### src/rtl/inpass_pkg.sv
// Shared constants for the N-channel fabric input-pass BEL.
// Latency: n/a (constants only).
// Backpressure: n/a.
// Mode encoding per channel: 00 bypass, 01 one register stage,
// 10 two register stages, 11 rising-edge pulse.
package inpass_pkg;

  localparam int ConfigBitsPerChannel = 2;

  localparam logic [ConfigBitsPerChannel-1:0] MODE_BYPASS = 2'b00;
  localparam logic [ConfigBitsPerChannel-1:0] MODE_REG1   = 2'b01;
  localparam logic [ConfigBitsPerChannel-1:0] MODE_REG2   = 2'b10;
  localparam logic [ConfigBitsPerChannel-1:0] MODE_EDGE   = 2'b11;

endpackage

### src/rtl/inpass_channel.sv
// One input-pass channel: bypass, 1-stage, 2-stage or rising-edge pulse output.
// Latency: 0 (bypass), 1 (REG1 / EDGE), 2 (REG2) UserCLK edges.
// Backpressure: none; CE low freezes both stages, and with them every registered output.
// Ports: UserCLK clock, RST sync active-high reset, CE stage enable,
//        I channel input, Mode 2-bit select, O channel output.
module inpass_channel
  import inpass_pkg::*;
(
  input  logic                            UserCLK,
  input  logic                            RST,
  input  logic                            CE,
  input  logic                            I,
  input  logic [ConfigBitsPerChannel-1:0] Mode,
  output logic                            O
);

  logic stage1;
  logic stage2;
  logic edgeDet;
  logic muxLo;
  logic muxHi;

  // Stages clock in every mode so a mode switch exposes live history at once.
  always_ff @(posedge UserCLK) begin
    if (RST) begin
      stage1 <= 1'b0;
      stage2 <= 1'b0;
    end else if (CE) begin
      stage1 <= I;
      stage2 <= stage1;
    end
  end

  // Rising edge = newest sample high, previous sample low. With CE low the
  // stages hold, so a pulse that is high stays high until CE returns.
  assign edgeDet = stage1 & ~stage2;

  // 4:1 select from three 2:1 cells: Mode[0] picks within a pair,
  // Mode[1] picks the pair ({bypass, reg1} vs {reg2, edge}).
  my_mux2 muxLoInst (
    .A0(I),
    .A1(stage1),
    .S (Mode[0]),
    .X (muxLo)
  );

  my_mux2 muxHiInst (
    .A0(stage2),
    .A1(edgeDet),
    .S (Mode[0]),
    .X (muxHi)
  );

  my_mux2 muxOutInst (
    .A0(muxLo),
    .A1(muxHi),
    .S (Mode[1]),
    .X (O)
  );

endmodule

### src/rtl/my_mux2.sv
// Generic 2:1 mux cell, X = S ? A1 : A0.
// Latency: combinational.
// Backpressure: none.
// Ports: A0/A1 data inputs, S select, X output.
module my_mux2 (
  input  logic A0,
  input  logic A1,
  input  logic S,
  output logic X
);

  assign X = S ? A1 : A0;

endmodule

### src/rtl/inpass_n_frame_config.sv
// N-channel fabric input-pass BEL with per-channel mode from frame config bits.
// Latency: per channel, 0 (bypass), 1 (REG1 / EDGE) or 2 (REG2) UserCLK edges.
// Backpressure: none; shared CE low freezes all channel registers.
// Ports: UserCLK clock, RST sync active-high reset (shared), CE clock enable (shared),
//        I[NoChannels] inputs, O[NoChannels] outputs,
//        ConfigBits[NoConfigBits]: bits [2c+1:2c] hold the mode of channel c
//        (BelMap: I<c>_mode at bits 2c and 2c+1).
module inpass_n_frame_config
  import inpass_pkg::*;
#(
  parameter int NoChannels   = 4,
  // Derived from NoChannels; not meant to be overridden.
  parameter int NoConfigBits = ConfigBitsPerChannel * NoChannels
) (
  input  logic                    UserCLK,
  input  logic                    RST,
  input  logic                    CE,
  input  logic [NoChannels-1:0]   I,
  output logic [NoChannels-1:0]   O,
  input  logic [NoConfigBits-1:0] ConfigBits
);

  for (genvar c = 0; c < NoChannels; c++) begin : genChannel
    inpass_channel channelInst (
      .UserCLK(UserCLK),
      .RST    (RST),
      .CE     (CE),
      .I      (I[c]),
      .Mode   (ConfigBits[c*ConfigBitsPerChannel +: ConfigBitsPerChannel]),
      .O      (O[c])
    );
  end

endmodule

### config.mk
export PLATFORM = sky130hd
export DESIGN_NAME = inpass_n_frame_config
export DESIGN_NICKNAME = d
export VERILOG_FILES = /design/src/rtl/inpass_pkg.sv /design/src/rtl/inpass_channel.sv /design/src/rtl/my_mux2.sv /design/src/rtl/inpass_n_frame_config.sv
export SDC_FILE = /design/constraint.sdc
export NUM_CORES = 1
export LEC_CHECK = 0
export CORE_AREA = 2 2 39 41
export DETAILED_ROUTE_END_ITERATION = 12
export DIE_AREA = 0 0 41 43
export RECOVER_POWER = 50
export SLEW_MARGIN = 30
export SYNTH_ARGS = -nofsm -noshare
export SYNTH_HDL_FRONTEND = slang
export SYNTH_SLANG_ARGS = --single-unit
### constraint.sdc
create_clock -name UserCLK -period 2.2 [get_ports UserCLK]
set_input_delay 0.66 -clock UserCLK [delete_from_list [all_inputs] [get_ports UserCLK]]
set_output_delay 0.66 -clock UserCLK [all_outputs]
set_load 0.01 [all_outputs]
[After elaboration in Yosys (flattened, before gate mapping)]
Cells that the tools add are included.
Word-level totals
  register bits after elaboration: 8
  input port bits: 15
  output and inout port bits: 4
  word-level logic and storage cells: 28
Operators by class
  mux-type cells: 12
  bitwise gates (word level): 8
Operators with widths (number)
  1-bit two-way mux: 12
  1-bit bitwise AND: 4
  1-bit inverter: 4

[Longest topological paths before layout]
  word-level depth: 4
  mapped depth: 3
  gate-level depth less buffers: 2

[Hierarchy]
A second synthesis with hierarchy kept.
Unflattened totals
  cells, all modules: 40
  area, all modules: 475.5 um2
Modules (own cells, without submodules)
  inpass_channel: area an instance 73.8 um2, cells an instance 7, instances 4
  my_mux2: area an instance 15.0 um2, cells an instance 1, instances 12

[Worst setup path after synthesis]
Ideal clock, no wire load.
  path kind: input port to output port
  start: in ConfigBits[1]
  end: out O[0]
  buffers on the path: 1
  data arrival time: 1.027 ns
  setup slack: 0.513 ns
  data required time: 1.540 ns
  stages: 3
  path through: mux2i_1 o22ai_1 buf_4
On the way
  cells in the longest elaborated chain, start to end: 1
Ends and longest elaborated chain
  start: declaration: line inpass_n_frame_config.sv:20  | input logic [NoConfigBits-1:0] ConfigBits
  1-bit two-way mux: line my_mux2.sv:12  | assign X = S ? A1 : A0;
  end: declaration: line inpass_n_frame_config.sv:19  | output logic [NoChannels-1:0] O,
No other way between the ends.

[Worst setup path in the final report]
  start: in I[1]
  end: out O[1]
On the way
  cells in the longest elaborated chain, start to end: 2
Ends and longest elaborated chain
  start: declaration: line inpass_n_frame_config.sv:18  | input logic [NoChannels-1:0] I,
  1-bit two-way mux (2 in a row): line my_mux2.sv:12
No other way between the ends.

==> flow_metrics.py <==
metrics = {
    "status": {
        "status": "finished clean",
    },
    "final_layout": {
        "syn2layout_area_growth_pct": 41.1,
        "fin_util_pct": 42.9,
        "finalNetCount": 80,
        "insertedDiodeCount": 0,
        "drive_above_1_share_pct": 14.3,
    },
    "floorplan": {
        "die_x_um": 41,
        "num_rows": 14,
        "die_area_um2": 1760,
        "initial_core_util_pct": 30.4,
        "fp.dieH_um": 43,
        "io_pins": 19,
        "core-area_um2": 1380,
    },
    "yosys": {
        "ys_warn_count": 0,
        "syn_area_um2": 420,
        "synth.ff_latch_count": 8,
        "seq_area_frac_synth_pct": 38.1,
        "syn_avg_cell_area_um2": 9.14,
        "ys_types": 9,
        "synthCells": 46,
        "synthesis.nets": 61,
    },
    "drt": {
        "vias_per_cell": 4.46,
        "drt_iter0_drc": 2,
        "drc": 0,
        "dr.pass1.iters": 2,
        "ant_nets": 0,
        "wirelength_um": 740,
        "vias": 352,
        "wl_per_cell_um": 9.37,
    },
    "min_path": {
        "min_path_type": "register to register",
        "holdPathEnd": "genChannel[0].channelInst.stage2",
        "min_from": "genChannel[0].channelInst.stage2",
        "holdPathStages": 2,
    },
    "timing": {
        "period_minus_slack_ns": 2.15,
        "setup_viol": 0,
        "rsz0062_at_grt": "false",
        "final.setup.tns_ns": 0,
        "max_slew_margin_pct": 67.6,
        "max_freq_mhz": 465,
        "drv_slew": 0,
        "fin_skew_ns": 0.000192,
        "worst_pin_slew_ns": 0.485,
        "finalCritPeriodShare_pct": 97.7,
        "setup_ws_ns": 0.0510,
        "hold_viol_final": 0,
    },
    "worst_setup_path": {
        "critPathCaptureType": "output port",
        "crit_required_ns": 1.54,
        "crit_arrival_ns": 1.49,
        "worst_setup_path_start_kind": "primary input",
        "reg2reg_slack_ns": 1.58,
        "worstSetupPathType": "primary input to output port",
        "critPathMaxFanout": 2,
        "reg2reg_depth": 2,
        "crit_start": "I[1]",
        "rr_startpoint": "genChannel[1].channelInst.stage1",
        "r2r_end": "genChannel[1].channelInst.stage2",
    },
    "clock_network": {
        "clk_path_buf_depth": 2,
        "clk_latency_ns": 0.24,
        "cts_buffers": 3,
        "cts_tree": "yes",
        "clockRootBuffer": "clkbuf_4",
        "clkSinkCount": 8,
        "cts.clk_slew.worst_paths_ns": 0.05,
        "cts_max_level": 1,
    },
    "grt": {
        "grt_usage_pct": 9.96,
        "grt_pass1_wl_mm": 1.18,
        "grt_max_degree": 9,
        "grt_overflow": 0,
        "antenna_found_initial": 0,
        "grt_pass1_vias": 323,
    },
    "placed_design": {
        "dp_slack_ns": -0.388,
        "numPortBuffers": 18,
        "dp_hpwl_um": 571,
        "place_congestion": 0.631,
    },
    "pwr": {
        "peakVddDrop_mv": 0.227,
        "power_density_nw_per_um2": 548,
        "p_leak_nw": 0.293,
    },
    "run": {
        "maxCapViolCount": 0,
    },
}
==> cells in the final DEF, fill, tap and decap left out, types with 3 or more instances in the layout <==
master	instances
nand2_1	4
clkdlybuf4s50_1	7
dlygate4sd2_1	4
clkbuf_4	3
nor2_1	8
o22ai_1	4
buf_2	4
dfxtp_1	8
and2_1	4
mux2i_1	12
==> synthesized netlist by cell type <==
cell	number	share of area (%)
o22ai_1	4	6.0
nor2_1	8	7.1
dfxtp_1	8	38
buf_1	1	0.89
buf_4	4	7.1
and2_1	4	6.0
mux2i_1	12	29
nand2_1	4	3.6
buf_6	1	2.7
==> worst max-delay path, stage by stage <==
cell and delay [ns]:
clkdlybuf4s50_1 0.48, mux2i_1 0.07, o22ai_1 0.14, buf_2 0.15
==> metrics by stage <==
stage	cells	total power, W	hold slack [ns]	cell area [µm²]
after detailed placement	76	0.000231	0.506	591
final	79	0.000325	0.513	593
after global placement	76	0.000231	0.502	591
after CTS	79	0.000333	0.520	588
after floorplan	46	0.000196	0.474	420
after global routing	79	0.000345	0.536	593
==> cell type report <==
type                       instances  area (µm²)
fill                             148         791
tap                               16        20.0
timing repair buffer              20         175
multi-input combinational         32         215
sequential                         8         160
clock buffer                       3        22.5
==> worst max-delay path by stage <==
stage               endpoint  cells after the start  slack [ns]
global route            O[0]                      4       0.007
floorplan               O[0]                      3        0.51
detailed placement      O[2]                      4       -0.39
global placement        O[0]                      4       -0.39
finish                  O[1]                      4        0.05
CTS                     O[2]                      4        0.03
==> logic make-up after synthesis <==
logic type,Yosys count,synth area share [%]
buffers and inverters,6,10.7
AND/OR/NAND/NOR,16,16.7
AO/OA/AOI/OAI,4,5.95
multiplexers,12,28.6
flip-flops,8,38.1
==> report_power, final <==
| group | internal, W | total [W] | switching [W] |
|---|---|---|---|
| Combinational | 0.0000383 | 0.0000617 | 0.0000234 |
| Clock | 0.0000620 | 0.000106 | 0.0000442 |
| Sequential | 0.000152 | 0.000157 | 0.00000471 |
| Total | 0.000252 | 0.000325 | 0.0000724 |
==> state kept, by name, indices dropped and copies added (netlist names) <==
name	count
genChannel.channelInst.stage2	4
genChannel.channelInst.stage1	4
==> timing repair <==
| action | in CTS | in global routing |
|---|---|---|
| setup endpoints to repair | 4 | 2 |
| hold buffers | 0 | 0 |
| buffers inserted | 0 | 0 |
| pin swaps | 0 | 1 |
| resized for setup | 20 | 2 |
==> routing by layer <==
| layer | vias up | global-route usage [%] | share of wire (%) | wire [µm] |
|---|---|---|---|---|
| met5 | - | 0 | 0 | 0 |
| met4 | 0 | 6.00 | 0 | 0 |
| met3 | 0 | 3.14 | 11 | 82 |
| met2 | 11 | 13.1 | 41 | 301 |
| met1 | 150 | 13.6 | 48 | 356 |
| li1 | 191 | - | - | - |
Note: power is estimated with default switching activity, not from simulation.
